## src/rtl/pe_interco_pkg.sv

```systemverilog
// Shared types and constants for the peripheral interconnect response path.
// Holds the tracker FSM states, opcode encodings and the default timeout data word.
package pe_interco_pkg;

    typedef enum logic [1:0] {
        StEmpty,
        StPending,
        StFull
    } trk_state_e;

    localparam logic OPC_OK  = 1'b0;
    localparam logic OPC_ERR = 1'b1;

    localparam logic [31:0] ERR_DATA_DEFAULT = 32'hBADC_AB1E;

endpackage

```

## src/rtl/pe_id_fifo.sv

```systemverilog
// In-order FIFO of slave IDs for outstanding requests.
// Pointers wrap naturally because DEPTH is a power of two.
module pe_id_fifo #(
    parameter int unsigned DEPTH = 4,
    parameter int unsigned WIDTH = 4,
    localparam int unsigned PTR_W = $clog2(DEPTH),
    localparam int unsigned CNT_W = PTR_W + 1
) (
    input  logic             clk,
    input  logic             rst,
    input  logic             push,
    input  logic [WIDTH-1:0] push_id,
    input  logic             pop,
    output logic [WIDTH-1:0] head_id,
    output logic             full,
    output logic             empty,
    output logic [CNT_W-1:0] count
);

    logic [WIDTH-1:0] mem_q [DEPTH];
    logic [PTR_W-1:0] wptr_q, rptr_q;
    logic [CNT_W-1:0] count_q;
    logic             do_push, do_pop;

    assign full    = (count_q == CNT_W'(DEPTH));
    assign empty   = (count_q == '0);
    assign count   = count_q;
    assign head_id = mem_q[rptr_q];
    assign do_push = push && !full;
    assign do_pop  = pop && !empty;

    always_ff @(posedge clk) begin
        if (rst) begin
            wptr_q  <= '0;
            rptr_q  <= '0;
            count_q <= '0;
        end else begin
            if (do_push) wptr_q <= wptr_q + PTR_W'(1);
            if (do_pop)  rptr_q <= rptr_q + PTR_W'(1);
            count_q <= count_q + CNT_W'(do_push) - CNT_W'(do_pop);
        end
    end

    // Storage needs no reset: occupancy alone decides which entries are live.
    always_ff @(posedge clk) begin
        if (do_push) mem_q[wptr_q] <= push_id;
    end

endmodule

```

## src/rtl/pe_resp_tracker.sv

```systemverilog
// Matches merged peripheral responses to outstanding requests and tags them with the slave ID.
// Optional head-of-line response timeout is enabled with macro PE_RESP_TIMEOUT_EN.
module pe_resp_tracker
    import pe_interco_pkg::*;
#(
    parameter int unsigned  N_SLAVE        = 16,
    parameter int unsigned  DATA_WIDTH     = 32,
    parameter int unsigned  DEPTH          = 4,
    parameter int unsigned  TIMEOUT_CYCLES = 256,
    parameter logic [31:0]  ERR_DATA       = ERR_DATA_DEFAULT,
    localparam int unsigned LOG_SLAVE      = (N_SLAVE > 1) ? $clog2(N_SLAVE) : 1,
    localparam int unsigned CNT_W          = $clog2(DEPTH) + 1
) (
    input  logic                  clk,
    input  logic                  rst,
    input  logic                  req_push_i,
    input  logic [LOG_SLAVE-1:0]  req_dest_i,
    output logic                  req_ready_o,
    input  logic                  data_r_valid_i,
    input  logic [DATA_WIDTH-1:0] data_r_rdata_i,
    input  logic                  data_r_opc_i,
    output logic                  data_r_valid_o,
    output logic [DATA_WIDTH-1:0] data_r_rdata_o,
    output logic                  data_r_opc_o,
    output logic [LOG_SLAVE-1:0]  data_r_dest_o,
    output logic [CNT_W-1:0]      outstanding_o,
    output logic                  spurious_o,
    output logic                  overflow_o,
    output logic                  timeout_o
);

    localparam logic [DATA_WIDTH-1:0] ERR_RDATA = DATA_WIDTH'(ERR_DATA);

    trk_state_e state_q, state_d;

    logic                 push_acc, pop, tmo_hit, has_entries;
    logic                 fifo_full, fifo_empty;
    logic [LOG_SLAVE-1:0] head_id;
    logic [CNT_W-1:0]     fifo_count, cnt_next;

    logic                  valid_q, valid_d;
    logic [DATA_WIDTH-1:0] rdata_q, rdata_d;
    logic                  opc_q, opc_d;
    logic [LOG_SLAVE-1:0]  dest_q, dest_d;
    logic                  spurious_q, spurious_d;
    logic                  overflow_q, overflow_d;
    logic                  timeout_q, timeout_d;

    assign has_entries = (state_q != StEmpty);
    assign req_ready_o = (state_q != StFull);
    assign push_acc    = req_push_i && req_ready_o;
    assign pop         = (data_r_valid_i || tmo_hit) && has_entries;

    pe_id_fifo #(
        .DEPTH (DEPTH),
        .WIDTH (LOG_SLAVE)
    ) u_id_fifo (
        .clk     (clk),
        .rst     (rst),
        .push    (push_acc),
        .push_id (req_dest_i),
        .pop     (pop),
        .head_id (head_id),
        .full    (fifo_full),
        .empty   (fifo_empty),
        .count   (fifo_count)
    );

`ifdef PE_RESP_TIMEOUT_EN
    localparam int unsigned TMO_W = $clog2(TIMEOUT_CYCLES) + 1;

    logic [TMO_W-1:0] tmo_q;

    // A real response in the same cycle wins; the counter then restarts for the next head.
    assign tmo_hit = has_entries && !data_r_valid_i && (tmo_q == TMO_W'(TIMEOUT_CYCLES - 1));

    always_ff @(posedge clk) begin
        if (rst) begin
            tmo_q <= '0;
        end else if (!has_entries || pop) begin
            tmo_q <= '0;
        end else begin
            tmo_q <= tmo_q + TMO_W'(1);
        end
    end
`else
    assign tmo_hit = 1'b0;
`endif

    always_ff @(posedge clk) begin
        if (rst) state_q <= StEmpty;
        else     state_q <= state_d;
    end

    always_comb begin
        state_d    = state_q;
        cnt_next   = fifo_count + CNT_W'(push_acc) - CNT_W'(pop);
        valid_d    = pop;
        rdata_d    = '0;
        opc_d      = OPC_OK;
        dest_d     = '0;
        spurious_d = data_r_valid_i && !has_entries;
        overflow_d = req_push_i && !req_ready_o;
        timeout_d  = tmo_hit && has_entries;

        if (pop) begin
            rdata_d = data_r_valid_i ? data_r_rdata_i : ERR_RDATA;
            opc_d   = data_r_valid_i ? data_r_opc_i : OPC_ERR;
            dest_d  = head_id;
        end

        unique case (state_q)
            StEmpty: begin
                if (push_acc) state_d = StPending;
            end
            StPending: begin
                if (cnt_next == CNT_W'(DEPTH)) state_d = StFull;
                else if (cnt_next == '0)       state_d = StEmpty;
            end
            StFull: begin
                if (pop) state_d = StPending;
            end
            default: state_d = StEmpty;
        endcase
    end

    always_ff @(posedge clk) begin
        if (rst) begin
            valid_q    <= 1'b0;
            rdata_q    <= '0;
            opc_q      <= 1'b0;
            dest_q     <= '0;
            spurious_q <= 1'b0;
            overflow_q <= 1'b0;
            timeout_q  <= 1'b0;
        end else begin
            valid_q    <= valid_d;
            rdata_q    <= rdata_d;
            opc_q      <= opc_d;
            dest_q     <= dest_d;
            spurious_q <= spurious_d;
            overflow_q <= overflow_d;
            timeout_q  <= timeout_d;
        end
    end

    assign data_r_valid_o = valid_q;
    assign data_r_rdata_o = rdata_q;
    assign data_r_opc_o   = opc_q;
    assign data_r_dest_o  = dest_q;
    assign outstanding_o  = fifo_count;
    assign spurious_o     = spurious_q;
    assign overflow_o     = overflow_q;
    assign timeout_o      = timeout_q;

    // The FSM and the FIFO occupancy must never disagree.
    assert property (@(posedge clk) disable iff (rst) (state_q == StFull) == fifo_full);
    assert property (@(posedge clk) disable iff (rst) (state_q == StEmpty) == fifo_empty);

endmodule

```

## config.mk

```make
export PLATFORM = sky130hd
export DESIGN_NAME = pe_resp_tracker
export DESIGN_NICKNAME = d
export VERILOG_FILES = /design/src/rtl/pe_interco_pkg.sv /design/src/rtl/pe_id_fifo.sv /design/src/rtl/pe_resp_tracker.sv
export SDC_FILE = /design/constraint.sdc
export NUM_CORES = 1
export LEC_CHECK = 0
export ABC_AREA = 1
export BUFFER_PORTS_ARGS = -buffer_cell sky130_fd_sc_hd__buf_2
export CORE_MARGIN = 2
export CORE_UTILIZATION = 49
export DETAILED_ROUTE_END_ITERATION = 10
export PLACE_DENSITY = 0.74
export SETUP_SLACK_MARGIN = 0.05
export SLEW_MARGIN = 10
export SYNTH_ARGS = -nofsm -noshare
export SYNTH_HDL_FRONTEND = slang
export SYNTH_SLANG_ARGS = --single-unit
```

## constraint.sdc

```tcl
create_clock -name clk -period 2.4 [get_ports clk]
set_input_delay 0.6 -clock clk [delete_from_list [all_inputs] [get_ports clk]]
set_output_delay 0.6 -clock clk [all_outputs]
set_load 0.05 [all_outputs]
```

==> run_results.csv <==
group,metric,value,unit
synthesis,synth_xor_area_share,0.3519,%
run,maxCapViolCount,0,
grt,grt_max_degree,26,
power_and_ir_drop,seqPwrFrac,41.1,%
synthesis,synthMuxAreaShare,0,%
layout,final_common_cell,"buf_2",
floorplan,die_area,5665,um^2
route,via_per_inst,4.291,
synthesis,yosysUniqueCellTypes,23,
synthesis,synth_top_area_share,39.42,%
setup_path,crit_path_start_kind,"register",
floorplan,ios,86,
route,drt_wl_total,4399,um
route,drt_iter0_markers,45,
layout,fill_cells,414,
power_and_ir_drop,powerDensity,1038,nW/um^2
timing,maxSlewViolCount,0,
layout,n_antenna_cell,0,
synthesis,synthArstFlopShare,0,%
floorplan,core,4817,um^2
power_and_ir_drop,power_leakage,0.001640,uW
setup_path,critical_path_class,"register to register",
synthesis,synth_nets,311,
synthesis,syn_area,2489,um^2
floorplan,chipWidth,75.27,um
place,numPortBuffers,84,
route,wl_per_cell,10.40,um
grt,antenna_found_initial,0,
power_and_ir_drop,intPower,2116,uW
clock_network,ctsLongestPathBuffers,2,
timing,finalHoldViolCount,0,
grt,grt_pass1_wl,6741,um
synthesis,synth-simple-area-share,20.76,%
route,firstDrtPassIters,4,
timing,setup_viol,0,
timing,period_share,85.04,%
power_and_ir_drop,switching_share,35.51,%
synthesis,synthFlopType,"dfxtp_1",
clock_network,cts_made_buffers,9,
hold_path,hold_depth,3,
timing,clock-skew-final,0.009466,ns
synthesis,netlist.top_cell.by_area,"dfxtp_1",
power_and_ir_drop,p_comb_share,29.9,%
synthesis,synth_seq_cells,65,
setup_path,worstSetupEndpointType,"register",
layout,register_area,1461,um^2
clock_network,cts_root_buffer,"clkbuf_8",
layout,drive_above_1_share,34.83,%
synthesis,ys_top_cells_by_area,"dfxtp_1 (39%), edfxtp_1 (19%), inv_1 (8.7%)",
floorplan,die_h,75.27,um
power_and_ir_drop,max-vdd-ir-drop,0.6483,mV
route,ant_nets,0,
power_and_ir_drop,switchingPower,1165,uW
clock_network,cts_sinks,65,
setup_path,cp.arrival,2.27,ns
clock_network,clk-insertion-delay-late,0.33,ns
synthesis,synth_top_family_by_area,"simple AND/OR/NAND/NOR gates",
clock_network,ctsHoldBuffers,0,
layout,multiInputGateArea,742.0,um^2
layout,fin_nets,401,
route,drc_errors,0,
synthesis,yosys_warnings,0,
floorplan,start_util,51.66,%
route,via_count,1815,
synthesis,yosysSeqAreaShare,58.72,%
clock_network,path_clk_slew,0.07,ns
synthesis,synth_edf_count,16,
setup_path,r2r_cells,10,
clock_network,cts_tree,"done",
clock_network,post-cts-setup-buffers,0,
run_status,status,"finished, final reports clean",
layout,final_cell_mix,"buf_2 (84), inv_1 (58), dfxtp_1 (49)",
synthesis,synth_fa_ha_area_share,5.128,%
clock_network,cts_resized,0,
synthesis,syn_avg_cell_area,9.535,um^2
layout,syn_to_final_growth,27.05,%
setup_path,worstPathRequired,2.63,ns
power_and_ir_drop,total_power,3282,uW
floorplan,row_count,25,
timing,fin_tns_setup,0,ns
setup_path,cp_max_fo,5,
hold_path,hold_path_class,"input port to register",
synthesis,synth_compound_area_share,3.419,%
clock_network,htree_levels,3,
place,dp_hpwl,3260,um
power_and_ir_drop,power_frac_clock,29.1,%
timing,period_minus_slack,2.041,ns
grt,grt-ovfl-total,0,
grt,grt_pass1_vias,1659,
synthesis,syn_inst,261,
place,gp_congestion,0.8444,
timing,fmax,490.0,MHz
grt,grt.total_usage,16.46,%
timing,rsz0062_at_grt,"no",
-- area by class of cell --
type / instances / share of cell area, %
Inverter: 60 / 7.123
Clock inverter: 2 / 1.108
Timing Repair Buffer: 85 / 13.93
Sequential cell: 65 / 46.22
Multi-Input combinational cell: 130 / 23.47
Clock buffer: 14 / 5.501
Tap cell: 67 / 2.651
-- worst paths after layout --
check                                start                       endpoint  slack (ns)
max          u_id_fifo.count[1]$_SDFF_PP0_  u_id_fifo.count[2]$_SDFF_PP0_        0.36
min                     data_r_rdata_i[29]  data_r_rdata_o[29]$_SDFF_PP0_        0.47
max reg2reg  u_id_fifo.count[1]$_SDFF_PP0_  u_id_fifo.count[2]$_SDFF_PP0_        0.36
min reg2reg        state_q[1]$_SDFFE_PP0P_          spurious_o$_SDFF_PP0_        0.51
-- Yosys cell counts, drive strengths merged, types with 2 or more instances --
cell / count
edfxtp: 16
nor2: 67
inv: 60
ha: 7
buf: 6
nand2: 21
o21ai: 8
nand3: 10
fa: 2
a21oi: 9
dfxtp: 49
nand3b: 2
-- state kept, by name, summed over array words and instances, names as in the netlist --
signal and count:
data_r_opc_o 1, state_q 2, data_r_dest_o 4, data_r_rdata_o 32
spurious_o 1, data_r_valid_o 1, u_id_fifo.wptr_q 2, u_id_fifo.count 3
overflow_o 1, u_id_fifo.mem_q 16, u_id_fifo.rptr_q 2
-- worst max-delay path, cell delays in order (launching register included) --
cell and delay [ns]:
dfxtp_1 0.36, inv_1 0.17, nand3_1 0.13, nand2_1 0.14
inv_1 0.06, ha_1 0.27, inv_1 0.04, ha_1 0.20
fa_1 0.38, a21oi_1 0.14, nor2_1 0.06
-- layer usage --
metal | routed length [um] | vias to the layer above | part of all wire (%) | global-route usage, %
li1 | - | 954 | - | -
met1 | 1851 | 786 | 42 | 16.54
met2 | 2055 | 65 | 47 | 28.36
met3 | 403 | 10 | 9.2 | 6.426
met4 | 89 | 0 | 2.0 | 10.53
met5 | 0 | - | 0 | 0
-- logic make-up after synthesis --
logic type	count (synthesis)
DFF	65
AOI/OAI and AO/OA	17
adders and majority gates	9
and+or+nand+nor	102
xor gates and xnor gates	1
buffers and inverters	66
other	1
-- power groups by stage --
| stage | Clock [uW] | Sequential, uW | Combinational, uW |
|---|---|---|---|
| 2_1_floorplan | 0 | 1650 | 502 |
| 5_1_grt | 1030 | 1370 | 1090 |
| 4_1_cts | 977 | 1350 | 990 |
| 3_5_place_dp | 0 | 1370 | 985 |
| 3_3_place_gp | 0 | 1370 | 964 |
| 6_report | 955 | 1350 | 980 |
-- through the flow --
step | std cells | hold WS [ns] | setup slack [ns] | util, % | instance area (um^2)
final | 423 | 0.4745 | 0.3590 | 65.64 | 3162
after global routing | 423 | 0.4637 | 0.1635 | 65.64 | 3162
after CTS | 423 | 0.4598 | 0.3401 | 65.64 | 3162
after detailed placement | 407 | 0.4987 | 0.1602 | 61.30 | 2953
after global placement | 407 | 0.5005 | 0.2165 | 61.30 | 2953
after floorplan | 261 | 0.4606 | 0.2175 | - | 2489
(Power assumes the default switching activity.)
